<file path="src/rtl/riscv_tpr_update_ctrl.sv">
// TPR update controller: stages CSR writes in a shadow register, drains in-flight stores, then swaps the active policy.
// Optional sticky lock on bit 31 of the active policy when TPR_LOCK_EN is defined.
module riscv_tpr_update_ctrl #(
    parameter int unsigned DRAIN_CYCLES = 2,
    parameter logic [31:0] TPR_RESET    = 32'h0000_0000
) (
    input  logic        clk,
    input  logic        rst_n,
    input  logic        tpr_we_i,
    input  logic [31:0] tpr_wdata_i,
    input  logic        id_is_store_i,
    input  logic        ex_store_busy_i,
    output logic [31:0] tpr_o,
    output logic [31:0] tpr_shadow_o,
    output logic        stall_store_o,
    output logic        update_busy_o,
    output logic        update_done_o,
    output logic        tpr_write_err_o
);

    localparam int unsigned CW = (DRAIN_CYCLES > 0) ? $clog2(DRAIN_CYCLES + 1) : 1;
    localparam logic [CW-1:0] CNT_LOAD = CW'(DRAIN_CYCLES);

    typedef enum logic [1:0] {
        IDLE   = 2'd0,
        DRAIN  = 2'd1,
        COMMIT = 2'd2
    } state_t;

    state_t        state_reg, state_next;
    logic [CW-1:0] cnt_reg, cnt_next;
    logic [31:0]   tpr_reg, tpr_next;
    logic [31:0]   shadow_reg, shadow_next;
    logic          busy_reg, done_reg, err_reg;
    logic          we_acc, we_rej;

`ifdef TPR_LOCK_EN
    // A committed bit 31 blocks every further write until reset.
    assign we_acc = tpr_we_i & ~tpr_reg[31];
    assign we_rej = tpr_we_i &  tpr_reg[31];
`else
    assign we_acc = tpr_we_i;
    assign we_rej = 1'b0;
`endif

    always_comb begin
        state_next  = state_reg;
        cnt_next    = cnt_reg;
        tpr_next    = tpr_reg;
        shadow_next = shadow_reg;
        case (state_reg)
            IDLE: begin
                if (we_acc) begin
                    shadow_next = tpr_wdata_i;
                    cnt_next    = CNT_LOAD;
                    state_next  = DRAIN;
                end
            end
            DRAIN: begin
                // A new write restarts the drain window; the last write wins.
                if (we_acc) begin
                    shadow_next = tpr_wdata_i;
                    cnt_next    = CNT_LOAD;
                end else if (ex_store_busy_i) begin
                    cnt_next = cnt_reg;
                end else if (cnt_reg != '0) begin
                    cnt_next = cnt_reg - 1'b1;
                end else begin
                    state_next = COMMIT;
                end
            end
            COMMIT: begin
                // Commit the pre-write shadow; a write here starts a fresh drain.
                tpr_next = shadow_reg;
                if (we_acc) begin
                    shadow_next = tpr_wdata_i;
                    cnt_next    = CNT_LOAD;
                    state_next  = DRAIN;
                end else begin
                    state_next = IDLE;
                end
            end
            default: state_next = IDLE;
        endcase
    end

    always_ff @(posedge clk or negedge rst_n) begin
        if (!rst_n) begin
            state_reg  <= IDLE;
            cnt_reg    <= '0;
            tpr_reg    <= TPR_RESET;
            shadow_reg <= TPR_RESET;
            busy_reg   <= 1'b0;
            done_reg   <= 1'b0;
            err_reg    <= 1'b0;
        end else begin
            state_reg  <= state_next;
            cnt_reg    <= cnt_next;
            tpr_reg    <= tpr_next;
            shadow_reg <= shadow_next;
            busy_reg   <= (state_next != IDLE);
            done_reg   <= (state_next == COMMIT);
            err_reg    <= we_rej;
        end
    end

    assign tpr_o           = tpr_reg;
    assign tpr_shadow_o    = shadow_reg;
    assign update_busy_o   = busy_reg;
    assign update_done_o   = done_reg;
    assign tpr_write_err_o = err_reg;
    // Combinational so a store issued alongside the write is held as well.
    assign stall_store_o   = id_is_store_i & ((state_reg != IDLE) | we_acc);

endmodule
</file>
<file path="config.mk">
export PLATFORM = sky130hd
export DESIGN_NAME = riscv_tpr_update_ctrl
export DESIGN_NICKNAME = d
export VERILOG_FILES = /design/src/rtl/riscv_tpr_update_ctrl.sv
export SDC_FILE = /design/constraint.sdc
export NUM_CORES = 1
export LEC_CHECK = 0
export CAP_MARGIN = 5
export CELL_PAD_IN_SITES_DETAIL_PLACEMENT = 0
export CELL_PAD_IN_SITES_GLOBAL_PLACEMENT = 1
export CORE_AREA = 2 2 90 92
export CTS_BUF_LIST = sky130_fd_sc_hd__clkbuf_16
export DETAILED_ROUTE_END_ITERATION = 10
export DIE_AREA = 0 0 92 94
export PLACE_DENSITY_LB_ADDON = 0.1
export SYNTH_ARGS = -nofsm -noshare
export SYNTH_HDL_FRONTEND = slang
export SYNTH_SLANG_ARGS = --single-unit
</file>
<file path="constraint.sdc">
create_clock -name clk -period 2 [get_ports clk]
set_input_delay 0.4 -clock clk [delete_from_list [all_inputs] [get_ports clk]]
set_output_delay 0.4 -clock clk [all_outputs]
set_load 0.02 [all_outputs]
</file>
After elaboration in Yosys (flattened, before gate mapping) --
Cells that the tools add are included.
Cells by class: $add $sub $neg 1, eq/ne operators 6, reduce and logical (&&, ||, !) cells 9, bitwise logic cells 2, multiplexer cells 11
Operator list (number):
- $mux 2 | 8
- $reduce_bool 2->1 | 4
- $ne 3x3->1 const B | 2
- $pmux 2 s3 | 1
- $eq 2x2->1 const B | 2
- $pmux 2 s2 | 1
- $reduce_and 4->1 | 1
- $reduce_or 3->1 | 1
- $eq 2x1->1 const B | 1
- $logic_not 2->1 | 1
- $ne 2x1->1 const B | 1
- $reduce_and 2->1 | 1
- $reduce_or 2->1 | 1
- $sub 2x1->2 const B | 1
- $and 1x1->1 | 1
- $mux 1 | 1
- $or 1x1->1 | 1
Word-level totals: bits of input ports 37, register bits 70, output and inout port bits 68, logic and storage cells 35

Longest topological paths before layout --
Gate-level depths: netlist of run 1.
word-level depth 6, depth in mapped cells 5, depth with buffers taken out 5

Worst setup path before layout of run 1 --
Ideal clock, no wire load.
path kind register to register, start register state_reg[0], end register shadow_reg[10], in the netlist tpr_shadow_o[10], library setup time 0.125 ns, cell stages (with the launch flop) 6, path slack 0.701 ns, clock period less this slack 1.299 ns, data required time 1.875 ns, path buffers 2, arrival 1.174 ns, path through dfrtp_1 -> nand2_2 -> and2_4 -> buf_6 -> buf_12 -> mux2_4
On the way: cells in the longest elaborated chain, start to end 3, elaborated cells on any way between the ends 5, those cells by class 2 x eq/ne; 3 x reduce/logical
RTL lines:
- start: declaration | line 30 | state_t state_reg, state_next;
- start signal: assignment | line 97 | state_reg <= state_next;
- $eq 2x2->1, or another cell as far along | line 51 | case (state_reg)
- $reduce_or 3->1 (no line) *
- $reduce_and 2->1 (no line) *
- end signal: assignment | line 100 | shadow_reg <= shadow_next;
- end: declaration | line 33 | logic [31:0] shadow_reg, shadow_next;
Every way passes the cells marked *; elsewhere a longest branch is shown, timed or not. A chain may end at the register's enable or synchronous reset.

Worst setup path after layout of run 1 --
start input tpr_we_i, end output stall_store_o
On the way: cells in the longest elaborated chain, start to end 2
RTL lines:
- start: declaration | line 9 | input logic tpr_we_i,
- $or 1x1->1 | line 113 | assign stall_store_o = id_is_store_i & ((state_reg != IDLE) | we_acc);
- $and 1x1->1 | line 113
- end: declaration | line 15 | output logic stall_store_o,
Every way passes these cells.

==> results of run 1 <==
==> worst max-delay path, cell delays in order <==
cell and delay (ps):
clkdlybuf4s50_1 420, o31a_1 290, dlygate4sd2_1 320
==> synth_stat cells <==
| master | number | area, um^2 |
|---|---|---|
| and4b_1 | 2 | 20.0 |
| a21boi_0 | 1 | 7.51 |
| o31a_1 | 1 | 8.76 |
| clkbuf_2 | 1 | 5.00 |
| ha_1 | 1 | 12.5 |
| nand2_2 | 1 | 6.26 |
| nor4bb_1 | 1 | 10.0 |
| mux2_2 | 33 | 372 |
| buf_12 | 3 | 60.1 |
| inv_1 | 2 | 7.51 |
| dfrtp_1 | 70 | 1750 |
| nor3b_1 | 1 | 7.51 |
| and2_4 | 1 | 8.76 |
| o21a_1 | 1 | 7.51 |
| o21ai_0 | 1 | 5.00 |
| nor2_1 | 1 | 3.75 |
| nand2b_1 | 1 | 6.26 |
| buf_6 | 1 | 11.3 |
| conb_1 | 1 | 3.75 |
| mux2_4 | 30 | 450 |
| buf_4 | 4 | 30.0 |
| mux2_1 | 2 | 22.5 |
| a22oi_1 | 1 | 7.51 |
==> stage by stage <==
stage | utilization | power (mW) | std cells | TNS (ps)
final | 0.557 | 5.70 | 379 | 0
after global routing | 0.557 | 6.00 | 379 | 0
after CTS | 0.557 | 5.80 | 379 | 0
after detailed placement | 0.520 | 4.25 | 363 | -48.8
after global placement | 0.520 | 4.23 | 363 | -45.3
after floorplan | - | 3.19 | 161 | 0
==> metal layers <==
layer,vias to the layer above,part of all wire,global-route usage
li1,786,-,-
met1,850,0.45,0.172
met2,59,0.47,0.222
met3,6,0.066,0.0626
met4,0,0.0095,0.0410
met5,-,0,0
==> cell families after synthesis <==
kind of cell,count (synthesis),share of synthesized area
multiplexers,65,0.299
other,1,0.00133
adder cells (fa/ha/maj),1,0.00443
AO/OA/AOI/OAI,5,0.0128
buffers and inverters,11,0.0403
AND/OR/NAND/NOR,8,0.0221
flip-flops,70,0.620
==> layout make-up <==
| cell class | count | area [um^2] | share of cell area |
|---|---|---|---|
| tap | 102 | 128 | 0.0301 |
| sequential | 70 | 1750 | 0.413 |
| multi-input combinational | 80 | 962 | 0.227 |
| inverter | 2 | 7.51 | 0.00177 |
| clock inverter | 7 | 58.8 | 0.0139 |
| timing repair buffer | 109 | 1110 | 0.261 |
| clock buffer | 9 | 225 | 0.0531 |
==> what timing repair did <==
action | CTS | global route
hold buffers | 0 | 0
resized for setup | 1 | 0
setup endpoints to repair | 1 | 0
==> worst max-delay path by stage <==
| stage | startpoint | to | slack (ps) | cells past startpoint |
|---|---|---|---|---|
| floorplan | state_reg[0] | tpr_shadow_o[10] | 700 | 5 |
| global placement | tpr_we_i | stall_store_o | -50 | 3 |
| detailed placement | tpr_we_i | stall_store_o | -50 | 3 |
| CTS | tpr_we_i | stall_store_o | 170 | 3 |
| global route | tpr_we_i | stall_store_o | 120 | 3 |
| finish | tpr_we_i | stall_store_o | 180 | 3 |
==> power groups by stage <==
stage | clock network [mW] | logic [mW] | registers, mW
2_1_floorplan | 0 | 0.587 | 2.61
3_3_place_gp | 0 | 2.12 | 2.11
3_5_place_dp | 0 | 2.13 | 2.12
4_1_cts | 1.55 | 2.15 | 2.10
5_1_grt | 1.62 | 2.23 | 2.16
6_report | 1.50 | 2.11 | 2.09
==> out/metrics.csv, run 1 <==
stage,metric,value,unit
timing,Max Slew Vio Count,0,
worst_setup_path,"Max FO, Critical Path",2,
clock_network,setup repair bufs after CTS,0,
timing,fin worst setup slack,177,ps
finish,ant diodes,0,
timing,unrepaired setup endpoints after global routing,no,
clock_network,"Clk Latency, worst-skew pair",320,ps
finish,Final nets,310,
floorplan,Die X,92,um
synth,register area share after synthesis,0.620,
timing,final setup violation count,0,
worst_setup_path,FF-to-FF path depth,3,
global_route,Total GRT Usage,0.140,
worst_setup_path,type of the worst setup path,primary input to output port,
global_route,vias in the first global route,1785,
timing,crit share post-route,0.911,
finish,Layout Area Growth over Synthesis,50.1,%
timing,final hold violations,0,
placement,pre-CTS WS,-48.8,ps
finish,final non-filler cell area,4240,um^2
finish,FILL cells,667,
power_and_ir_drop,Flop pwr share,0.367,
finish,"commonest non-fill, non-tap cell in the layout",clkdlybuf4s50_1,
detailed_routing,drt drc,0,
finish,most frequent cells in the layout,"clkdlybuf4s50_1 (101), dfrtp_1 (70), mux2_2 (33)",
clock_network,Longest Clk Path Bufs,2,
clock_network,htree depth,3,
placement,PortBufs,103,
worst_setup_path,worst r2r dst,tpr_o[23],
detailed_routing,final WL,5.67,mm
synth,syn nets,199,
synth,"Cell Area, Synth",2830,um^2
run,max cap viols,0,
timing,crit path time final,1820,ps
floorplan,row count,32,
clock_network,total CTS buffers,9,
run_status,outcome,"finished, final reports clean",
power_and_ir_drop,Power Dens Cells,1340,nW/um^2
placement,placed inst area,3960,um^2
hold_path,HP Class,primary input to asynchronous set/reset pin,
synth,Cell variety after synth,23,
power_and_ir_drop,power share of the clock group,0.262,
placement,RePlAce Congestion,0.670,
power_and_ir_drop,Max IR drop VDD,695,uV
global_route,total gr overflow,0,
worst_setup_path,CP Capture Type,output port,
timing,Max Freq,549,MHz
clock_network,CTS tree,built,
global_route,initial antenna violation count,0,
worst_setup_path,worst r2r src,state_reg[0],
worst_setup_path,R2R setup slack,610,ps
synth,"Avg Cell Area, Syn",17.5,um^2
timing,Setup Skew,6.16,ps
detailed_routing,Initial DRT Pass Iterations,2,
detailed_routing,vias,1701,
detailed_routing,ANT nets after route,0,
detailed_routing,initial DRC count,18,
power_and_ir_drop,Leak,1.97,nW
floorplan,initial core utilization,0.371,
placement,DP HPWL,3.84,mm
power_and_ir_drop,P_sw,1.73,mW
clock_network,Clock transition at path regs,50,ps
power_and_ir_drop,Sw Ratio,0.303,
synth,Yosys warnings,0,
finish,share of post-route cells with drive strength above 1,0.307,
floorplan,DIE AREA,8650,um^2
clock_network,clock root cell,clkbuf_16,
detailed_routing,drt wl/cell,15.0,um
clock_network,clk sink count,70,
worst_setup_path,Worst Path Required,1600,ps
timing,worst hold slack,95.8,ps
floorplan,io pins,105,
detailed_routing,vias per cell,4.49,
worst_setup_path,Startpoint Class,primary input,
synth,register bit count reported by yosys,70,
synth,synthesized instance count,161,
power_and_ir_drop,Comb pwr share,0.371,
floorplan,die span in y,94,um
power_and_ir_drop,Cell Int Power,3.97,mW
global_route,first-pass GRT wire length,9.18,mm
floorplan,core area,7610,um^2
global_route,largest net degree at the start of global routing,71,
worst_setup_path,arrival time at the worst endpoint,1420,ps
Note: power is estimated with default switching activity, not from simulation.
==> inputs of run 2 (changes only) <==
Settings changed: SKIP_CTS_REPAIR_TIMING set to 1.
==> out/metrics.csv, run 2 (synthesis results as in run 1) <==
stage,metric,value,unit,change
clock_network,CTS tree,built,,
placement,PortBufs,103,,unchanged
clock_network,"Clk Latency, worst-skew pair",320,ps,about the same
clock_network,Clock transition at path regs,50,ps,about the same
placement,pre-CTS WS,-48.8,ps,unchanged
worst_setup_path,arrival time at the worst endpoint,1320,ps,-100 ps
worst_setup_path,type of the worst setup path,flip-flop to output port,,
detailed_routing,final WL,5.67,mm,unchanged
timing,crit path time final,1720,ps,-104 ps
finish,FILL cells,665,,-0.30%
clock_network,clock root cell,clkbuf_16,,
timing,Max Slew Vio Count,0,,unchanged
timing,final setup violation count,0,,unchanged
worst_setup_path,Worst Path Buf+Inv,1,,-1
clock_network,htree depth,3,,unchanged
worst_setup_path,slowest cell on the critical path,clkdlybuf4s50_1,,
placement,placed cells,363,,unchanged
placement,DP HPWL,3.84,mm,unchanged
run,max cap viols,0,,unchanged
clock_network,total CTS buffers,9,,unchanged
worst_setup_path,CP Capture Type,output port,,
detailed_routing,drt drc,0,,unchanged
power_and_ir_drop,Power Dens Cells,1340,nW/um^2,about the same
timing,final hold violations,0,,unchanged
finish,"commonest non-fill, non-tap cell in the layout",clkdlybuf4s50_1,,
detailed_routing,M1 WL,2.56,mm,-0.12%
floorplan,DIE AREA,8650,um^2,unchanged
global_route,Total GRT Usage,0.140,,unchanged
clock_network,clk sink count,70,,unchanged
timing,crit share post-route,0.860,,-0.0519
detailed_routing,ANT nets after route,0,,unchanged
hold_path,HP Class,primary input to asynchronous set/reset pin,,
timing,Setup Skew,6.16,ps,unchanged
power_and_ir_drop,Leak,1.98,nW,+0.41%
worst_setup_path,Startpoint Class,flip-flop,,
placement,RePlAce Congestion,0.670,,unchanged
clock_network,Longest Clk Path Bufs,2,,unchanged
global_route,initial antenna violation count,0,,unchanged
detailed_routing,vias per cell,4.49,,unchanged
global_route,largest net degree at the start of global routing,71,,unchanged
worst_setup_path,"Max FO, Critical Path",3,,+1
worst_setup_path,crit-path cells,clkdlybuf4s50_1,,
worst_setup_path,"slowest stage delay, CP",620,ps,+200 ps
detailed_routing,met2 routed WL,2.68,mm,unchanged
detailed_routing,Initial DRT Pass Iterations,2,,unchanged
worst_setup_path,Top Family by Delay on Critical Path,buffers and inverters,,
timing,fin worst setup slack,281,ps,+104 ps
finish,final core occ,0.558,,about the same
run_status,outcome,"finished, final reports clean",,
finish,most frequent cells in the layout,"clkdlybuf4s50_1 (101), dfrtp_1 (70), mux2_2 (33)",,
timing,unrepaired setup endpoints after global routing,no,,
worst_setup_path,Worst Path Required,1600,ps,about the same
floorplan,Die X,92,um,unchanged
global_route,vias in the first global route,1785,,unchanged
timing,Max Freq,582,MHz,+6.0%
global_route,total gr overflow,0,,unchanged
detailed_routing,vias,1701,,unchanged
global_route,first-pass GRT wire length,9.18,mm,unchanged
finish,Final nets,310,,unchanged
floorplan,io pins,105,,unchanged
floorplan,initial core utilization,0.371,,unchanged
detailed_routing,Top Metal Used,met4,,
finish,ant diodes,0,,unchanged
detailed_routing,initial DRC count,18,,unchanged
detailed_routing,metal3 WL,376,um,+0.53%
finish,"non-filler cells, final",379,,unchanged
power_and_ir_drop,Max IR drop VDD,695,uV,unchanged
floorplan,row count,32,,unchanged
finish,share of post-route cells with drive strength above 1,0.307,,unchanged
detailed_routing,drt wl/cell,15.0,um,unchanged
floorplan,die span in y,94,um,unchanged
floorplan,core area,7610,um^2,unchanged
finish,Layout Area Growth over Synthesis,50.2,%,about the same
[run 2: power by group]
group	internal, mW	switching, mW
combinational	1.18	0.938
sequential	1.85	0.239
clock	0.946	0.550
total	3.98	1.73
[run 2: metal layers]
layer,GRT usage,up-vias
li1,-,786
met1,0.172,850
met2,0.222,59
met3,0.0626,6
met4,0.0410,0
met5,0,-
[run 2: path summary, 6_finish.rpt]
check,to,slack (ps),depth (start not counted),startpoint
worst min-delay path,tpr_o[9],100,2,rst_n
min in group clk,tpr_o[8],490,1,tpr_o[8]
worst max-delay path,tpr_shadow_o[23],280,1,tpr_shadow_o[23]
max in group asynchronous,tpr_o[25],1610,2,rst_n
worst max register to register,tpr_o[23],610,3,state_reg[0]
worst min register to register,tpr_o[8],490,1,tpr_o[8]
[run 2: final cells by class]
cell class / count / area (um^2) / area share
flip-flops and latches: 70 / 1750 / 0.413
repair buffers: 109 / 1110 / 0.262
multi-input cells: 80 / 962 / 0.227
clock buffers: 9 / 225 / 0.0531
well taps: 102 / 128 / 0.0301
clock inverters: 7 / 58.8 / 0.0139
inverters: 2 / 7.51 / 0.00177
[run 2: through the flow]
stage | total power, mW | hold WS (ps) | setup TNS [ps] | instance area (um^2)
floorplan | 3.19 | 104 | 0 | 2830
global placement | 4.23 | 459 | -45.3 | 3960
detailed placement | 4.25 | 459 | -48.8 | 3960
CTS | 5.80 | 110 | -54.7 | 4240
global route | 6.01 | 121 | 0 | 4240
finish | 5.70 | 95.8 | 0 | 4240
==> inputs of run 3 (changes only) <==
Settings changed: CAP_MARGIN 5 to unset.
==> results of run 3 <==
Final layout, timing and power as in run 2 (identical DEF).
==> edit 1: new RTL, config.mk and constraints of run 2 <==
The option `TPR_LOCK_EN` is turned on by a define.
--- a/src/rtl/riscv_tpr_update_ctrl.sv
+++ b/src/rtl/riscv_tpr_update_ctrl.sv
@@ -1,5 +1,7 @@
 // TPR update controller: stages CSR writes in a shadow register, drains in-flight stores, then swaps the active policy.
 // Optional sticky lock on bit 31 of the active policy when TPR_LOCK_EN is defined.
+`define TPR_LOCK_EN
+
 module riscv_tpr_update_ctrl #(
     parameter int unsigned DRAIN_CYCLES = 2,
     parameter logic [31:0] TPR_RESET    = 32'h0000_0000
Function: changed (a bounded check fails within 10 cycles, from zero or initial values and one cycle with rst_n low).
==> edit 1 against run 2 <==
- first-iteration DRC count up 17%
- routed wire length up 0.62%
- sequential cell count up 1
- power down 7.0%
- cell area down 0.18%
- synthesized area down 1.7%
- via count up 4.6%
- largest cell class unchanged
- setup slack worse by 0.12 ns
==> edit 1: results (changes against run 2) <==
status=completed; Skew-Pair Late Insertion Delay=0.32 ns (about the same); layout cells sized above 1=30.69% (about the same); maximum net fanout on the critical path=2 (-1); count of unique library cells instantiated by Yosys=25 (+8.7%); first-pass GRT wire length=9032 µm (-1.6%); pin count of the biggest net entering global routing=54 (-24%); met1 wire length=2587 µm (+0.90%); number of I/O port buffers=104 (+0.97%); largest stage delay on the critical path=0.41 ns (-0.21 ns); met3 WL post-DR=438 µm (+16%); most area-consuming cells after synthesis=sky130_fd_sc_hd__dfrtp_1, sky130_fd_sc_hd__mux2_2, sky130_fd_sc_hd__buf_6; Worst Reg-to-Reg Cells=5 (+2); wire length on met2=2612 µm (-2.5%); Detail Placement HPWL=3937 µm (+2.6%); met1 routing resource usage after global routing=18.05% (+0.82 points); post-placement cell area=3951 µm² (-0.16%); Max-slew headroom=69.83%; sequential fraction of the synthesis area=63.96% (+2.0 points); number of global-route vias before repair=1802 (+0.95%); Vias per Instance=4.538 (+1.1%); number of search-and-repair iterations in the first detailed-routing pass=4 (+2); global routing usage on met2=20.22% (-2.0 points); leakage=0.001904 µW (-3.7%); maximum number of buffers from clock root to sink=2 (unchanged); WP data arrival=1.44 ns (+0.12 ns); GRT met3 Usage=5.056% (-1.2 points); Filler Cell Count=662 (-0.45%); power spent charging and discharging nets=1583 µW (-8.4%); final net count=323 (+4.2%); setup clock skew after layout=0.005389 ns (-0.0007690 ns); routability congestion estimate=0.7311 (+9.2%); most common library cells after synthesis=sky130_fd_sc_hd__dfrtp_1, sky130_fd_sc_hd__mux2_2, sky130_fd_sc_hd__buf_6; GRT Util Overall=13.67% (-0.31 points); iteration-0 DRC count of the detailed router=21 (+3); final routed wire length divided by cell count=14.56 µm (-2.7%); worst supply voltage drop on vdd=698.7 µV (+0.57%); Post-Synthesis Net Count=208 (+4.5%)
## edit 1: cell type report
cell class	instances	area [µm²]	share of cell area, %
clock buffers	9	225.2	5.316
well taps	102	127.6	3.012
multi-input cells	87	894.6	21.12
clock inverters	7	57.56	1.359
repair buffers	113	1144	26.99
flip-flops and latches	71	1777	41.94
inverters	3	11.26	0.2658
## edit 1: worst paths after layout
kind / endpoint / from / slack (ns)
min in group clk: tpr_o[19] / tpr_o[19] / 0.50
hold reg to reg: tpr_o[19] / tpr_o[19] / 0.50
setup / recovery: stall_store_o / tpr_we_i / 0.16
max in group asynchronous: tpr_o[31] / rst_n / 1.34
hold / removal: tpr_o[4] / rst_n / 0.02
setup reg to reg: cnt_reg[0] / cnt_reg[0] / 0.46
## edit 1: cells by family (layout without fill, tap and decap cells)
logic type                 count (synthesis)  in the layout  share of synthesized area (%)
AOI/OAI and AO/OA                          8              8                          2.072
adders and majority gates                  1              1                         0.4504
buffers and inverters                     12            132                          3.919
DFF                                       71             71                          63.96
muxes                                     64             64                          26.35
and+or+nand+nor                           14             14                          3.243
## edit 1: through the flow
stage | utilization [%] | hold WS (ns) | std cells | setup WS [ns] | setup TNS [ns]
floorplan | - | 0.1044 | 170 | 0.5616 | 0
global placement | 51.94 | 0.3727 | 376 | -0.2183 | -0.2183
detailed placement | 51.94 | 0.3805 | 376 | -0.2158 | -0.2158
CTS | 55.66 | 0.03246 | 392 | -0.2158 | -0.2158
global route | 55.69 | 0.05269 | 392 | 0.1264 | 0
finish | 55.69 | 0.01615 | 392 | 0.1586 | 0
## edit 1: power by group through the flow
stage                     Clock, µW  Combinational (µW)  Sequential (µW)
after floorplan                   0                 552             2400
after global placement            0                1820             2020
after detailed placement          0                1820             2020
after CTS                      1540                1830             2000
after global routing           1610                1910             2050
final                          1500                1800             2000
==> edit 2: new RTL, config.mk and constraints of run 2 <==
Made on the original files. Make the reset (`rst_n`) synchronous in one clocked block.
--- a/src/rtl/riscv_tpr_update_ctrl.sv
+++ b/src/rtl/riscv_tpr_update_ctrl.sv
@@ -84,7 +84,7 @@
         endcase
     end
 
-    always_ff @(posedge clk or negedge rst_n) begin
+    always_ff @(posedge clk) begin
         if (!rst_n) begin
             state_reg  <= IDLE;
             cnt_reg    <= '0;
Behaviour: differs if rst_n is asserted again (counterexample within 4 cycles, from zero or initial values and one cycle with rst_n low); with rst_n held inactive, the same outputs for 10 cycles.
==> edit 2 against run 2 <==
- cell count is 37% higher
- routed wire length grew 15%
- sequential cell count did not move
- non-clock buffer count up 5
- synthesized area is 12% lower
- register-to-register slack lost 0.09 ns
- cell area is 8.2% lower
- setup slack improved by 0.0056 ns
Power is not compared: it rests on default switching activity, and its combinational part moved more than twofold at a synthesized area within 25%.
==> edit 2: results (changes against run 2) <==
status=completed; Skew-Pair Late Insertion Delay=0.32 ns (about the same); DRT Wirelength=6553 µm (+15%); count of placed standard cells including taps=504 (+39%); setup clock skew after layout=0.006400 ns (+0.0002416 ns); total number of vias=2312 (+36%); Synth Area in XOR/XNOR=0% (unchanged); path class of the lowest-slack min-delay path=flop to flop; first-pass GRT wire length=10920 µm (+19%); routability congestion estimate=0.7345 (+9.7%); highest-delay cell along the critical path=sky130_fd_sc_hd__clkdlybuf4s50_1; proportion of register bits with asynchronous set or reset after synthesis=0% (-100 points); final net count=451 (+45%); layout cells sized above 1=6.459% (-24 points); Detail Placement HPWL=4316 µm (+12%); iteration-0 DRC count of the detailed router=99 (+81); largest stage delay on the critical path=0.64 ns (+0.02 ns); met1 wire length=3044 µm (+19%); wire length on met2=2895 µm (+8.1%); mux share of post-synthesis cell area=0% (-30 points); post-placement cell area=3611 µm² (-8.8%); sequential fraction of the synthesis area=56.45% (-5.6 points); met3 WL post-DR=515 µm (+37%); post-synthesis compound-gate area fraction=15.47% (+14 points); GRT Util Overall=16.01% (+2.0 points); leakage=0.001433 µW; most common library cells after synthesis=sky130_fd_sc_hd__nand2_1, sky130_fd_sc_hd__dfxtp_1, sky130_fd_sc_hd__a21oi_1, sky130_fd_sc_hd__buf_2, sky130_fd_sc_hd__buf_4; adder-cell area share of the yosys netlist=0.5040% (+0.061 points); most area-consuming cells after synthesis=sky130_fd_sc_hd__dfxtp_1, sky130_fd_sc_hd__nand2_1, sky130_fd_sc_hd__a21oi_1; prevailing post-synth register cell=sky130_fd_sc_hd__dfxtp_1; Filler Cell Count=744 (+12%); number of search-and-repair iterations in the first detailed-routing pass=6 (+4); Mapped Cells=310 (+93%); Post-Synthesis Net Count=348 (+75%)
==> edit 2: cell count changes after synthesis, sizes merged, moves of 2 or more <==
cell / change
nor2b: +2
nand2: +129
clkbuf: +2
mux2: -65
dfxtp: +70
and3: +2
buf: +11
and4b: -2
a21oi: +65
dfrtp: -70
==> edit 2: through the flow <==
| stage | setup slack, ns | hold slack [ns] | power [µW] | utilization [%] |
|---|---|---|---|---|
| final | 0.2865 | 0.4498 | 3313 | 51.23 |
| after global routing | 0.1412 | 0.4685 | 3452 | 51.23 |
| after CTS | -0.03353 | 0.4530 | 3360 | 51.20 |
| after detailed placement | -0.03995 | 0.4453 | 1839 | 47.47 |
| after global placement | -0.02355 | 0.4412 | 1838 | 47.47 |
| after floorplan | 0.7538 | 0.4557 | 1652 | - |
==> edit 2: final cells by class <==
type / instances / share of cell area, %
multi-input cells: 215 / 24.56
clock buffers: 9 / 5.778
flip-flops and latches: 70 / 35.95
well taps: 102 / 3.274
clock inverters: 7 / 1.509
repair buffers: 114 / 28.64
inverters: 3 / 0.2889
==> edit 2: final timing paths <==
path / to / from / slack (ns) / depth (start not counted)
worst max-delay path: tpr_shadow_o[3] / tpr_shadow_o[3] / 0.29 / 1
worst min-delay path: tpr_o[19] / tpr_o[19] / 0.45 / 2
worst max register to register: tpr_shadow_o[15] / state_reg[1] / 0.52 / 3
worst min register to register: tpr_o[19] / tpr_o[19] / 0.45 / 2
==> edit 2: layer usage <==
| metal | vias to the layer above | GRT usage, % |
|---|---|---|
| met5 | - | 0 |
| met4 | 0 | 5.970 |
| met3 | 10 | 5.618 |
| met2 | 74 | 24.63 |
| met1 | 1024 | 20.75 |
| li1 | 1204 | - |
==> edit 2: where the power goes <==
part           switching, µW  internal [µW]  total (µW)
clock                    561            946        1510
combinational            166            171         337
sequential              29.2           1440        1470
total                    757           2560        3310
